`src/rtl/mem_ctrl.sv`:
```
`default_nettype none
// ============================================================================
// Module   : mem_ctrl
// Purpose  : Byte-serial memory controller. Arbitrates instruction fetch (IF)
//            and load/store (MEM) requests onto one 8-bit registered RAM port,
//            splitting 1/2/4-byte requests into sequential byte accesses and
//            returning a one-cycle done pulse to the requester.
// Ports    : clk_in, rst_in (async, active-high), rdy_in (global freeze)
//            if_req_in / if_addr_in / if_flush_in -> if_data_out / if_done_out
//            mem_req_in / mem_we_in / mem_len_in / mem_addr_in / mem_wdata_in
//                                           -> mem_rdata_out / mem_done_out
//            ram_din (registered RAM read data), ram_dout, ram_a, ram_wr
// Revision : 1.0 - initial release
// ============================================================================
module mem_ctrl #(
  parameter int ADDR_W = 32
) (
  input  logic              clk_in,
  input  logic              rst_in,
  input  logic              rdy_in,
  input  logic              if_req_in,
  input  logic [ADDR_W-1:0] if_addr_in,
  input  logic              if_flush_in,
  output logic [31:0]       if_data_out,
  output logic              if_done_out,
  input  logic              mem_req_in,
  input  logic              mem_we_in,
  input  logic [2:0]        mem_len_in,
  input  logic [ADDR_W-1:0] mem_addr_in,
  input  logic [31:0]       mem_wdata_in,
  output logic [31:0]       mem_rdata_out,
  output logic              mem_done_out,
  input  logic [7:0]        ram_din,
  output logic [7:0]        ram_dout,
  output logic [ADDR_W-1:0] ram_a,
  output logic              ram_wr
);

  typedef enum logic [1:0] {
    IDLE  = 2'd0,
    READ  = 2'd1,
    WRITE = 2'd2
  } state_t;

  state_t            state;
  logic              owner_mem;   // 1 = MEM owns the transaction, 0 = IF
  logic [ADDR_W-1:0] base;
  logic [2:0]        len;
  logic [2:0]        iss;         // bytes whose address has been put on ram_a
  logic [2:0]        rcv;         // bytes captured into the buffer
  logic [31:0]       buffer;      // read assembly / store data
  logic              addr_valid;  // ram_a holds an address of this read
  logic              rd_valid;    // ram_din holds the byte for index rcv
  logic [7:0]        skid_byte;
  logic              skid_valid;

  logic [2:0]        req_len;
  logic [7:0]        din_eff;
  logic [31:0]       merged;
  logic [7:0]        wbyte;
  logic [ADDR_W-1:0] next_addr;
  logic              last_byte;

  // Lengths other than 1 or 2 are handled as a full word.
  always_comb begin
    case (mem_len_in)
      3'd1:    req_len = 3'd1;
      3'd2:    req_len = 3'd2;
      default: req_len = 3'd4;
    endcase
  end

  // The RAM keeps running while rdy_in is low, so ram_din moves on to the
  // byte of the held address. The byte that was due is parked in the skid
  // register on the first frozen edge and consumed on the resume edge.
  assign din_eff = skid_valid ? skid_byte : ram_din;

  always_comb begin
    merged = buffer;
    case (rcv[1:0])
      2'd0:    merged[7:0]   = din_eff;
      2'd1:    merged[15:8]  = din_eff;
      2'd2:    merged[23:16] = din_eff;
      default: merged[31:24] = din_eff;
    endcase
  end

  always_comb begin
    case (iss[1:0])
      2'd0:    wbyte = buffer[7:0];
      2'd1:    wbyte = buffer[15:8];
      2'd2:    wbyte = buffer[23:16];
      default: wbyte = buffer[31:24];
    endcase
  end

  assign next_addr = base + ADDR_W'(iss);
  assign last_byte = ((rcv + 3'd1) == len);

  always_ff @(posedge clk_in or posedge rst_in) begin
    if (rst_in) begin
      state         <= IDLE;
      owner_mem     <= 1'b0;
      base          <= '0;
      len           <= 3'd0;
      iss           <= 3'd0;
      rcv           <= 3'd0;
      buffer        <= 32'd0;
      addr_valid    <= 1'b0;
      rd_valid      <= 1'b0;
      skid_byte     <= 8'd0;
      skid_valid    <= 1'b0;
      ram_a         <= '0;
      ram_dout      <= 8'd0;
      ram_wr        <= 1'b0;
      if_data_out   <= 32'd0;
      if_done_out   <= 1'b0;
      mem_rdata_out <= 32'd0;
      mem_done_out  <= 1'b0;
    end else if (!rdy_in) begin
      if (!skid_valid) begin
        skid_byte  <= ram_din;
        skid_valid <= 1'b1;
      end
    end else begin
      skid_valid <= 1'b0;
      case (state)
        IDLE: begin
          if (if_done_out || mem_done_out) begin
            // Done cycle ends here; no accept on this edge gives the bubble.
            if_done_out  <= 1'b0;
            mem_done_out <= 1'b0;
          end else if (mem_req_in) begin
            owner_mem  <= 1'b1;
            base       <= mem_addr_in;
            len        <= req_len;
            ram_a      <= mem_addr_in;
            iss        <= 3'd1;
            rcv        <= 3'd0;
            rd_valid   <= 1'b0;
            if (mem_we_in) begin
              buffer     <= mem_wdata_in;
              ram_dout   <= mem_wdata_in[7:0];
              ram_wr     <= 1'b1;
              addr_valid <= 1'b0;
              state      <= WRITE;
            end else begin
              buffer     <= 32'd0;
              addr_valid <= 1'b1;
              state      <= READ;
            end
          end else if (if_req_in) begin
            owner_mem  <= 1'b0;
            base       <= if_addr_in;
            len        <= 3'd4;
            ram_a      <= if_addr_in;
            iss        <= 3'd1;
            rcv        <= 3'd0;
            buffer     <= 32'd0;
            addr_valid <= 1'b1;
            rd_valid   <= 1'b0;
            state      <= READ;
          end
        end

        READ: begin
          if (if_flush_in && !owner_mem) begin
            addr_valid <= 1'b0;
            rd_valid   <= 1'b0;
            state      <= IDLE;
          end else begin
            // The registered RAM returns a byte one edge after its address
            // is sampled, so capture trails issue by one pipeline stage.
            rd_valid <= addr_valid;
            if (iss < len) begin
              ram_a <= next_addr;
              iss   <= iss + 3'd1;
            end else begin
              addr_valid <= 1'b0;
            end
            if (rd_valid) begin
              buffer <= merged;
              rcv    <= rcv + 3'd1;
              if (last_byte) begin
                if (owner_mem) begin
                  mem_rdata_out <= merged;
                  mem_done_out  <= 1'b1;
                end else begin
                  if_data_out <= merged;
                  if_done_out <= 1'b1;
                end
                addr_valid <= 1'b0;
                rd_valid   <= 1'b0;
                state      <= IDLE;
              end
            end
          end
        end

        WRITE: begin
          if (iss < len) begin
            ram_a    <= next_addr;
            ram_dout <= wbyte;
            iss      <= iss + 3'd1;
          end else begin
            ram_wr       <= 1'b0;
            mem_done_out <= 1'b1;
            state        <= IDLE;
          end
        end

        default: begin
          ram_wr <= 1'b0;
          state  <= IDLE;
        end
      endcase
    end
  end

endmodule
`default_nettype wire

```
`config.mk`:
```
export PLATFORM = sky130hd
export DESIGN_NAME = mem_ctrl
export DESIGN_NICKNAME = d
export VERILOG_FILES = /design/src/rtl/mem_ctrl.sv
export SDC_FILE = /design/constraint.sdc
export NUM_CORES = 1
export LEC_CHECK = 0
export CORE_MARGIN = 4
export CORE_UTILIZATION = 55
export CTS_CLUSTER_DIAMETER = 80
export DETAILED_ROUTE_END_ITERATION = 10
export PLACE_DENSITY = 0.86
export SLEW_MARGIN = 20
export SYNTH_ARGS = -nofsm -noshare
export SYNTH_HDL_FRONTEND = slang
export SYNTH_SLANG_ARGS = --single-unit
export TNS_END_PERCENT = 10
```
`constraint.sdc`:
```
create_clock -name clk_in -period 17.3 [get_ports clk_in]
set_input_delay 2.595 -clock clk_in [delete_from_list [all_inputs] [get_ports clk_in]]
set_output_delay 2.595 -clock clk_in [all_outputs]
set_load 0.1 [all_outputs]
```
==> impl_metrics.csv, run 1 <==
group,metric,value,unit
status,status,"finished, final reports clean",
clock_tree,htreeDepth,4,
global_route,grt_usage,27.3,%
timing,finalCritPeriodShare,29.1,%
clock_tree,cts_buffer_depth,2,
critical_path,crit_chain,"clkdlybuf4s50_1, inv_1, a311oi_1, o211ai_1, buf_4, nor2_1, a221oi_1",
synth,synthFlopType,"dfrtp_1",
critical_path,worst-setup-path-type,"primary input to flip-flop",
critical_path,timing.critical_path.buf_inv,3,
power,powerDensity,208,nW/um^2
synth,synthArstFlopShare,100,%
clock_tree,ctsResizeCount,0,
power,ir_drop,189,uV
clock_tree,insertion_delay,0.43,ns
clock_tree,post-cts-setup-buffers,0,
detailed_routing,wl_met3,2770,um
timing,fin_crit,5.04,ns
floorplanning,die_x,141,um
detailed_routing,drt_iter0_markers,899,
critical_path,endpoint_kind,"flip-flop",
detailed_routing,detail_route.first_pass.iterations,10,
synth,yosysWarnings,0,
clock_tree,hold_buffers,0,
synth,syn_nets,1064,
cells_and_area,most-common-layout-cells,"219 x clkdlybuf4s50_1, 194 x dfrtp_1, 88 x mux2_2, 87 x nor2_1, 86 x a21oi_1",
detailed_routing,ant_nets,0,
cells_and_area,final_common_cell,"clkdlybuf4s50_1",
synth,synthDistinctLibCells,58,
timing,worst_slew_pin_slew,1.03,ns
timing,fin_setup_tns,0,ns
timing,timing.final.max_slew_violations,0,
critical_path,cp_top_family,"buffers and inverters",
timing,setup_viol,0,
job,maxCapViolCount,0,
placed_design,port_buffers,220,
detailed_routing,dr_wl_met2,13200,um
clock_tree,cts_root_buffer,"clkbuf_16",
detailed_routing,routed_via_density,6.00,
cells_and_area,n_antenna_cell,0,
cells_and_area,design_area,12600,sq um
detailed_routing,wl,27000,um
critical_path,cpMaxStageDelayCell,"clkdlybuf4s50_1",
hold_path,hold_path.class,"flip-flop to flip-flop",
global_route,first_global_vias,8285,
critical_path,worstPathRequired,17.57,ns
synth,yosysSeqAreaShare,50.0,%
synth,syn_area,9710,sq um
floorplanning,die_area,19900,sq um
timing,fmax,199,MHz
floorplanning,num_rows,48,
timing,relSlewSlack,31.0,%
detailed_routing,drcViolationCount,0,
floorplanning,fp.coreArea,17300,sq um
critical_path,cp-start-kind,"primary input",
clock_tree,cts_tree,"yes",
synth,avgSynthCellArea,10.4,sq um
synth,synth_area_leaders,"dfrtp_1 50%, mux2_2 10%, mux2i_1 4.7%",
cells_and_area,syn2layout_area_growth,30.2,%
global_route,grt_pass1_wl,43200,um
detailed_routing,dr.max_layer_used,"met4",
floorplanning,ios,221,
placed_design,place_area,12000,sq um
clock_tree,clock_sinks,194,
clock_tree,path_clk_slew,0.07,ns
global_route,overflow,0,
timing,fin_skew,0.00758,ns
synth,synth_edf_count,0,
synth,synth_top_area_share,50.0,%
critical_path,critical_path_arrival,5.31,ns
clock_tree,cts_buffers,17,
global_route,grt_max_degree,126,
detailed_routing,num_vias,8143,
synth,synth.largest_area_cell,"dfrtp_1",
floorplanning,start_util,56.2,%
cells_and_area,final_nets,1253,
critical_path,crit_fanout,35,
synth,netlist_instances,931,
timing,hold_viol,0,
global_route,antenna_found_initial,0,
floorplanning,die_height,141,um
critical_path,max_stage_delay,0.78,ns
detailed_routing,avgRoutedWirePerCell,19.9,um
synth,ys_seq_elements,194,
detailed_routing,wl_met1,10300,um
cells_and_area,drive_gt1_share,12.7,%
timing,rsz0062_at_grt,"no",
power,p_leak,5.47,nW
placed_design,dp_hpwl,19300,um
placed_design,gp_congestion,0.906,
worst register-to-register path: stages, from the launching register on:
cell,delay [ns]
dfrtp_1,0.42
ha_1,0.62
xnor3_2,0.42
nand3_1,0.11
nor3_2,0.78
buf_4,0.47
mux2_2,0.41
per-stage QoR:
stage,hold slack (ns),std cells,total power [mW],util (%),worst slack (ns)
finish,0.487,1358,2.63,73.1,12.26
global route,0.519,1358,2.77,73.1,12.10
CTS,0.493,1358,2.63,73.1,12.06
detailed placement,0.476,1326,2.21,69.5,11.59
global placement,0.465,1325,2.17,69.4,11.73
floorplan,0.456,931,1.83,-,9.42
routing by layer:
metal | global-route usage [%] | vias up
li1 | - | 3716
met1 | 34.7 | 3906
met2 | 45.6 | 444
met3 | 7.53 | 77
met4 | 8.47 | 0
met5 | 0 | -
registers in the layout (all words and copies together) (netlist names), 2 cells and up:
signal,count
base,32
buffer,32
if_data_out,32
iss,3
len,3
mem_rdata_out,32
ram_a,32
ram_dout,8
rcv,3
skid_byte,8
state,2
cell type report:
| class | count | area [sq um] |
|---|---|---|
| fillers | 1236 | 4650 |
| well taps | 225 | 282 |
| inverters | 18 | 75.1 |
| multi-input cells | 659 | 4540 |
| flip-flops and latches | 194 | 4850 |
| clock inverters | 15 | 189 |
| clock buffers | 17 | 425 |
| repair buffers | 230 | 2280 |
synthesized netlist by cell type (5+ instances only):
library cell	number
dfrtp_1	194
mux2_2	88
nor2_1	87
a21oi_1	86
nand2_1	85
o21ai_0	60
mux2i_1	46
clkbuf_1	42
a22oi_1	32
xnor2_1	23
ha_1	18
inv_1	18
nand3_1	14
nor3_1	12
nand4_1	10
a222oi_1	8
buf_2	8
a2bb2oi_1	7
o22ai_1	7
xor2_1	7
nand2b_1	6
and3_1	5
buf_1	5
kinds of logic (layout without fill, tap and decap cells):
logic type / after synthesis / after routing / synth area share (%)
XOR/XNOR: 31 / 31 / 2.95
flip-flops: 194 / 194 / 50.0
multiplexers: 136 / 136 / 15.2
AO/OA/AOI/OAI: 233 / 233 / 14.8
AND/OR/NAND/NOR: 240 / 240 / 10.9
adder cells (fa/ha/maj): 19 / 19 / 2.52
buffers and inverters: 78 / 280 / 3.54
path summary, 6_finish.rpt:
kind	slack, ns	cells past startpoint	to	from
max in group asynchronous	13.18	3	ram_a[31]	rst_in
worst max-delay path	12.26	7	ram_a[23]	rdy_in
worst min register to register	0.49	2	ram_a[0]	ram_a[0]
min in group asynchronous	2.70	2	if_data_out[1]	rst_in
worst min-delay path	0.49	2	ram_a[0]	ram_a[0]
worst max register to register	13.96	6	mem_rdata_out[27]	rcv[0]
power breakdown:
group	switching, mW	internal [mW]	total, mW
registers	0.145	0.613	0.758
logic	1.03	0.427	1.46
clock network	0.191	0.221	0.412
(Power assumes the default switching activity.)
==> run 2, diff against run 1 <==
--- a/config.mk
+++ b/config.mk
@@ -6,10 +6,10 @@
 export NUM_CORES = 1
 export LEC_CHECK = 0
 export CORE_MARGIN = 4
-export CORE_UTILIZATION = 55
+export CORE_UTILIZATION = 51
 export CTS_CLUSTER_DIAMETER = 80
 export DETAILED_ROUTE_END_ITERATION = 10
-export PLACE_DENSITY = 0.86
+export PLACE_DENSITY = 0.81
 export SLEW_MARGIN = 20
 export SYNTH_ARGS = -nofsm -noshare
 export SYNTH_HDL_FRONTEND = slang
==> constraint.sdc (replaced) <==
create_clock -name clk_in -period 4.65 [get_ports clk_in]
set_input_delay 0.6975 -clock clk_in [delete_from_list [all_inputs] [get_ports clk_in]]
set_output_delay 0.6975 -clock clk_in [all_outputs]
set_load 0.1 [all_outputs]
==> impl_metrics.csv, run 2 (same netlist as run 1, synthesis figures left out) <==
group,metric,value,unit
clock_tree,post-cts-setup-buffers,0,
placed_design,port_buffers,220,
clock_tree,ctsResizeCount,0,
power,power_switching,5.04,mW
power,finalPower,9.62,mW
critical_path,worst-setup-path-type,"primary input to flip-flop",
critical_path,cp_top_family,"compound AO/OA/AOI/OAI gates",
critical_path,critical_path_arrival,3.34,ns
power,p_sw_share,52.4,%
timing,fmax,332,MHz
detailed_routing,avgRoutedWirePerCell,19.1,um
timing,setup_viol,0,
clock_tree,cts_buffer_depth,2,
timing,fin_setup_tns,0,ns
cells_and_area,n_antenna_cell,0,
cells_and_area,syn2layout_area_growth,29.8,%
floorplanning,ios,221,
critical_path,path_depth,6,
floorplanning,die_x,146,um
detailed_routing,ant_nets,0,
power,p_leak,5.45,nW
detailed_routing,drcViolationCount,0,
power,pwr-share-seq,29.4,%
floorplanning,num_rows,50,
global_route,antenna_found_initial,1,
critical_path,cpMaxStageDelayCell,"clkdlybuf4s50_1",
clock_tree,insertion_delay,0.43,ns
floorplanning,die_height,146,um
critical_path,setup.worst_path.start,"rdy_in",
timing,timing.final.max_slew_violations,0,
cells_and_area,nFillCells,1412,
power,p_int,4.58,mW
clock_tree,cts_root_buffer,"clkbuf_16",
critical_path,rr_endpoint,"ram_a[12]",
cells_and_area,final_common_cell,"clkdlybuf4s50_1",
placed_design,dp_hpwl,19000,um
detailed_routing,wl,26200,um
global_route,grt_usage,24.2,%
floorplanning,start_util,51.9,%
critical_path,r2r-start,"state[0]",
timing,hold_ws,0.486,ns
clock_tree,hold_buffers,0,
clock_tree,cts_tree,"yes",
detailed_routing,detail_route.first_pass.iterations,8,
global_route,grt_max_degree,105,
global_route,overflow,0,
detailed_routing,num_vias,7828,
critical_path,worstPathRequired,4.98,ns
floorplanning,fp.coreArea,18700,sq um
power,ir_drop,463,uV
timing,finalCritPeriodShare,64.8,%
timing,fin_crit,3.01,ns
critical_path,crit_chain,"clkdlybuf4s50_1, inv_1, a311oi_1, o211a_1, nand2_1, o221ai_1",
clock_tree,path_clk_slew,0.08,ns
timing,fin_skew,0.00773,ns
detailed_routing,routed_via_density,5.72,
critical_path,r2r_cells,6,
clock_tree,htreeDepth,4,
timing,relSlewSlack,30.6,%
critical_path,endpoint_kind,"flip-flop",
global_route,first_global_vias,7824,
clock_tree,cts_buffers,17,
detailed_routing,drt_iter0_markers,790,
cells_and_area,most-common-layout-cells,"219 x clkdlybuf4s50_1, 194 x dfrtp_1, 88 x mux2_2, 87 x nor2_1, 86 x a21oi_1",
cells_and_area,drive_gt1_share,12.8,%
critical_path,cp-start-kind,"primary input",
clock_tree,clock_sinks,194,
floorplanning,die_area,21300,sq um
placed_design,gp_congestion,0.925,
critical_path,setup.worst_path.end,"ram_a[12]",
cells_and_area,fin_util,67.4,%
job,maxCapViolCount,0,
critical_path,r2r_slack,1.75,ns
cells_and_area,final_nets,1254,
global_route,grt_pass1_wl,41700,um
power,powerDensity,763,nW/um^2
power,p_clk_share,14.7,%
critical_path,crit_fanout,13,
hold_path,hold_path.class,"flip-flop to flip-flop",
critical_path,max_stage_delay,0.73,ns
power,comb_power_share,55.9,%
timing,worst_slew_pin_slew,1.04,ns
timing,hold_viol,0,
critical_path,timing.critical_path.buf_inv,2,
status,status,"finished, final reports clean",
timing,rsz0062_at_grt,"no",
-- run 2: worst reg2reg max path: stages, from the launching register on --
cell and delay [ns]:
dfrtp_1 0.40, inv_1 0.08, ha_1 0.73, inv_1 0.42, o211a_1 0.52, nand2_1 0.41
o221ai_1 0.19
-- run 2: final cells by class --
| cell class | instances | area, sq um | share of cell area, % |
|---|---|---|---|
| inverter | 18 | 71.3 | 0.565 |
| tap | 234 | 293 | 2.32 |
| multi-input combinational | 659 | 4530 | 35.9 |
| clock buffer | 17 | 425 | 3.37 |
| timing repair buffer | 231 | 2290 | 18.2 |
| clock inverter | 15 | 143 | 1.13 |
| sequential | 194 | 4850 | 38.5 |
-- run 2: power groups by stage --
stage / clock [mW] / sequential (mW) / combinational, mW
2_1_floorplan: 0 / 4.73 / 2.08
3_3_place_gp: 0 / 2.82 / 5.27
3_5_place_dp: 0 / 2.83 / 5.36
4_1_cts: 1.43 / 2.82 / 5.39
5_1_grt: 1.50 / 2.90 / 5.74
6_report: 1.42 / 2.83 / 5.38
-- run 2: worst min-delay path by stage --
stage / endpoint / startpoint / depth (start not counted) / slack [ns]
2_1_floorplan: if_done_out / owner_mem / 1 / 0.46
3_3_place_gp: ram_a[6] / ram_a[6] / 2 / 0.46
3_5_place_dp: ram_a[5] / ram_a[5] / 2 / 0.47
4_1_cts: ram_a[5] / ram_a[5] / 2 / 0.49
5_1_grt: ram_a[3] / ram_a[3] / 2 / 0.52
6_report: ram_a[5] / ram_a[5] / 2 / 0.49
-- run 2: layer usage --
metal  up-vias  share of wire (%)  global-route usage, %
met5         -              0.050                      0
met4         2                2.2                   7.15
met3        50                7.7                   5.56
met2       328                 50                   41.1
met1      3739                 41                   31.3
li1       3709                  -                      -
-- run 2: metrics by stage --
| step | instances | instance area [sq um] | worst slack [ns] |
|---|---|---|---|
| 6_report | 1368 | 12600 | 1.64 |
| 5_1_grt | 1368 | 12600 | 1.42 |
| 4_1_cts | 1368 | 12600 | 1.66 |
| 3_5_place_dp | 1336 | 12000 | 1.25 |
| 3_3_place_gp | 1336 | 12000 | 1.33 |
| 2_1_floorplan | 931 | 9720 | 1.45 |
==> run 3, diff against run 2 <==
--- a/config.mk
+++ b/config.mk
@@ -6,10 +6,10 @@
 export NUM_CORES = 1
 export LEC_CHECK = 0
 export CORE_MARGIN = 4
-export CORE_UTILIZATION = 51
+export CORE_UTILIZATION = 46
 export CTS_CLUSTER_DIAMETER = 80
 export DETAILED_ROUTE_END_ITERATION = 10
-export PLACE_DENSITY = 0.81
+export PLACE_DENSITY = 0.77
 export SLEW_MARGIN = 20
 export SYNTH_ARGS = -nofsm -noshare
 export SYNTH_HDL_FRONTEND = slang
==> constraint.sdc (replaced) <==
create_clock -name clk_in -period 2.4 [get_ports clk_in]
set_input_delay 0.36 -clock clk_in [delete_from_list [all_inputs] [get_ports clk_in]]
set_output_delay 0.36 -clock clk_in [all_outputs]
set_load 0.1 [all_outputs]
==> impl_metrics.csv, run 3 (same netlist as run 1, synthesis figures left out) <==
group,metric,value,unit
timing,relSlewSlack,62.6,%
critical_path,critical_path_arrival,2.66,ns
clock_tree,cts_buffer_depth,2,
clock_tree,clock_sinks,194,
clock_tree,hold_buffers,0,
global_route,antenna_found_initial,1,
cells_and_area,final_nets,1293,
cells_and_area,n_antenna_cell,0,
global_route,overflow,0,
detailed_routing,routed_via_density,5.63,
timing,setup_viol,0,
floorplanning,fp.coreArea,20500,sq um
power,p_int,9.35,mW
timing,hold_ws,0.253,ns
global_route,first_global_vias,7990,
clock_tree,htreeDepth,4,
power,pwr-share-seq,28.6,%
power,powerDensity,1480,nW/um^2
clock_tree,cts_tree,"yes",
power,power_switching,9.79,mW
timing,fin_skew,0.00959,ns
placed_design,dp_hpwl,19800,um
power,ir_drop,993,uV
cells_and_area,drive_gt1_share,25.5,%
detailed_routing,drcViolationCount,0,
floorplanning,ios,221,
global_route,grt_pass1_wl,43500,um
critical_path,r2r_cells,10,
detailed_routing,num_vias,8117,
global_route,grt_max_degree,74,
clock_tree,cts_buffers,17,
cells_and_area,most-common-layout-cells,"194 x dfrtp_1, 145 x buf_4, 112 x clkdlybuf4s50_1, 88 x mux2_2, 87 x nor2_1",
cells_and_area,final_common_cell,"dfrtp_1",
placed_design,port_buffers,220,
timing,finalCritPeriodShare,97.8,%
placed_design,gp_congestion,0.880,
detailed_routing,wl,27100,um
detailed_routing,detail_route.first_pass.iterations,6,
status,status,"finished, final reports clean",
cells_and_area,nFillCells,1667,
detailed_routing,drt_iter0_markers,767,
detailed_routing,ant_nets,0,
timing,fmax,426,MHz
floorplanning,die_height,153,um
critical_path,worst-setup-path-type,"flip-flop to flip-flop",
power,finalPower,19.1,mW
clock_tree,path_clk_slew,0.07,ns
critical_path,r2r_slack,0.05,ns
floorplanning,start_util,47.4,%
timing,layout_setup_ws,0.0525,ns
critical_path,crit_fanout,11,
placed_design,place_ws,-0.0510,ns
critical_path,rr_endpoint,"mem_rdata_out[29]",
cells_and_area,fin_util,63.0,%
timing,worst_slew_pin_slew,0.546,ns
timing,hold_viol,0,
cells_and_area,regArea,4850,sq um
critical_path,r2r-start,"rcv[0]",
floorplanning,die_area,23500,sq um
global_route,grt_usage,22.8,%
power,p_clk_share,15.5,%
clock_tree,insertion_delay,0.43,ns
floorplanning,num_rows,52,
job,maxCapViolCount,0,
hold_path,hold_path.class,"primary input to async pin",
power,p_sw_share,51.1,%
power,p_leak,5.88,nW
clock_tree,cts_root_buffer,"clkbuf_16",
critical_path,worstPathRequired,2.71,ns
critical_path,endpoint_kind,"flip-flop",
cells_and_area,syn2layout_area_growth,32.9,%
power,comb_power_share,55.9,%
cells_and_area,multi_input_area,4580,sq um
floorplanning,die_x,153,um
timing,fin_crit,2.35,ns
timing,timing.final.max_slew_violations,0,
critical_path,cp-start-kind,"flip-flop",
detailed_routing,avgRoutedWirePerCell,18.8,um
-- run 3: repair_timing --
action,in CTS,in global routing
cloned,0,1
resized for setup,2,10
setup buffers,0,4
endpoints found under the setup margin,38,69
pin swaps,0,2
endpoints found under the hold margin,0,0
-- run 3: how the worst max path moves through the flow --
| stage | start | endpoint | slack, ns | cells past startpoint |
|---|---|---|---|---|
| 3_5_place_dp | rdy_in | ram_a[12] | -0.05 | 7 |
| 6_report | rcv[0] | mem_rdata_out[29] | 0.05 | 10 |
| 2_1_floorplan | rst_in | addr_valid | -0.46 | 1 |
| 5_1_grt | rcv[1] | mem_rdata_out[29] | -0.02 | 10 |
| 4_1_cts | rcv[0] | if_data_out[12] | 0.02 | 8 |
| 3_3_place_gp | rdy_in | ram_a[13] | 0.006 | 7 |
-- run 3: area by class of cell --
class	count	share of cell area, %
sequential	194	37.6
clock inverter	13	1.33
tap	270	2.62
multi-input combinational	659	35.5
inverter	18	0.552
clock buffer	19	3.43
timing repair buffer	270	19.0
-- run 3: metrics by stage --
stage | cells | area, sq um | setup TNS (ns)
floorplan | 931 | 9720 | -90.10
global placement | 1406 | 12200 | 0
detailed placement | 1406 | 12200 | -0.214
CTS | 1438 | 12800 | 0
global route | 1443 | 12900 | -0.192
finish | 1443 | 12900 | 0
-- run 3: worst max-delay path, stage by stage (launching register included) --
cell and delay, ns:
dfrtp_1 0.41, inv_2 0.09, ha_4 0.21, xnor2_2 0.18
and3_4 0.21, nand3_1 0.11, buf_4 0.17, nor3_4 0.20
buf_12 0.15, clkbuf_16 0.16, mux2_2 0.33
-- run 3: power by group through the flow --
stage / Combinational [mW] / Clock (mW) / Sequential [mW]
6_report: 10.7 / 2.97 / 5.46
5_1_grt: 11.5 / 3.16 / 5.62
4_1_cts: 10.6 / 3.00 / 5.45
3_5_place_dp: 10.6 / 0 / 5.48
3_3_place_gp: 10.4 / 0 / 5.46
2_1_floorplan: 4.03 / 0 / 9.16
-- run 3: metal layers --
metal | part of all wire, % | wire, um | up-vias | GRT usage [%]
met5 | 0.044 | 12 | - | 0
met4 | 1.6 | 429 | 2 | 5.64
met3 | 7.4 | 1990 | 40 | 5.54
met2 | 49 | 13300 | 329 | 37.7
met1 | 42 | 11300 | 3948 | 30.5
li1 | - | - | 3798 | -
==> RTL change, RTL diff (config.mk and constraints of run 2) <==
Make the reset (`rst_in`) synchronous in one clocked block. Comments in the files are not updated.
--- a/src/rtl/mem_ctrl.sv
+++ b/src/rtl/mem_ctrl.sv
@@ -97,7 +97,7 @@
   assign next_addr = base + ADDR_W'(iss);
   assign last_byte = ((rcv + 3'd1) == len);
 
-  always_ff @(posedge clk_in or posedge rst_in) begin
+  always_ff @(posedge clk_in) begin
     if (rst_in) begin
       state         <= IDLE;
       owner_mem     <= 1'b0;
Function: not settled (the Yosys comparison gave no result); the edit may change what the design does.
==> RTL change against run 2 <==
  * Via count rose by 20%
  * Cell area fell by 2.7%
  * Area after synthesis fell by 1.9%
  * Clock skew rose by 0.0011 ns
  * Core utilization rose by 0.16 points
  * Global-route usage rose by 1.8 points
  * Worst setup slack improved by 0.23 ns
  * Sequential cell count did not move
  * Wire length rose by 8.5%
Power is not compared: it rests on default switching activity, and its combinational part moved more than twofold at a synthesized area within 25%.
==> RTL change: results (changes against run 2) <==
- Fraction of the yosys area taken by sequential cells: 40.8% (-9.2 points)
- The largest individual stage delay along the critical path comes from the cell sky130_fd_sc_hd__o211a_1.
- The fraction of area in clock buffers and inverters is 5.01% (+0.50 points).
- Placed Cells: 1531 (+15%)
* Ys async rst share: 0% (-100 points)
- The run finished with clean final reports.
- The average wire length per cell after detail routing is 18.2 um (-5.0%).
* Total global-route track usage: 26.0% (+1.8 points)
- The max-slew headroom at the worst pin came to 28.3% (-2.3 points).
- Detailed-route wire length on metal 1: 11500 um (+8.1%)
* Max layer used: met4
* Half-perimeter wire length after detailed placement: 19900 um (+4.5%)
- The synthesized area per cell came to 8.19 um2 (-22%).
* Largest fanout on the critical path: 31 (+18)
* Fraction of layout instances using a drive strength above 1: 5.92% (-6.9 points)
- Top FF cell, synth: sky130_fd_sc_hd__dfxtp_1
- The non-clock inverter count in the final layout was 19 (+1).
- The non-filler instance count after layout was 1563 (+14%).
* Most common library cells after synthesis: sky130_fd_sc_hd__dfxtp_1, sky130_fd_sc_hd__nand2_1, sky130_fd_sc_hd__a21oi_1, sky130_fd_sc_hd__nor2_1, sky130_fd_sc_hd__clkbuf_1
- The met3 routing resource usage after global routing was 5.52% (-0.035 points).
- The synthesized netlist net count was 1296 (+22%).
* Clock network latency to the later pin of the worst-skew pair: 0.45 ns (+0.02 ns)
- The distinct cell type count after synthesis is 69 (+19%).
* Vias after detailed routing: 9359 (+20%)
* Data arrival time of the critical path: 3.14 ns (-0.20 ns)
* Global-route wire length before repair: 43700 um (+4.8%)
- Share of synthesized cell area in full adder, half adder and majority cells: 2.57% (+0.050 points)
- Via count of the first global-routing pass: 8425 (+7.7%)
- Buffering overhead: 18.8% (+0.64 points)
- Share of cell area taken by muxes after synthesis: 6.66% (-8.6 points)
- The pre-CTS worst setup slack is 1.54 ns (+0.286 ns).
* Skew final: 0.00881 ns (+0.00108 ns)
- # fillers: 1493 (+5.7%)
- The count of multi-input gates came to 854 (+30%).
- The routed length on met2 was 13500 um (+3.6%).
- Number of DRC markers in iteration 0: 922 (+17%)
- Compound-cell area share of the yosys netlist: 20.5% (+5.7 points)
RTL change: per-stage QoR:
| step | hold slack [ns] | area, um2 |
|---|---|---|
| after global routing | 0.470 | 12300 |
| after CTS | 0.457 | 12300 |
| after floorplan | 0.453 | 9530 |
| after detailed placement | 0.446 | 11700 |
| after global placement | 0.442 | 11700 |
| final | 0.454 | 12300 |
RTL change: final timing paths:
path	start	to	slack, ns	cells past startpoint
setup reg to reg	state[0]$_SDFFE_PP0P_	ram_a[21]$_SDFFE_PP0P_	1.87	7
hold / removal	if_data_out[17]$_SDFFE_PP0P_	if_data_out[17]$_SDFFE_PP0P_	0.45	2
setup / recovery	state[0]$_SDFFE_PP0P_	ram_a[21]$_SDFFE_PP0P_	1.87	7
hold reg to reg	if_data_out[17]$_SDFFE_PP0P_	if_data_out[17]$_SDFFE_PP0P_	0.45	2
RTL change: power breakdown:
group | leakage [nW] | internal (mW) | switching [mW]
combinational | 2.51 | 0.440 | 0.902
sequential | 1.58 | 1.80 | 0.137
clock | 0.296 | 0.821 | 0.730
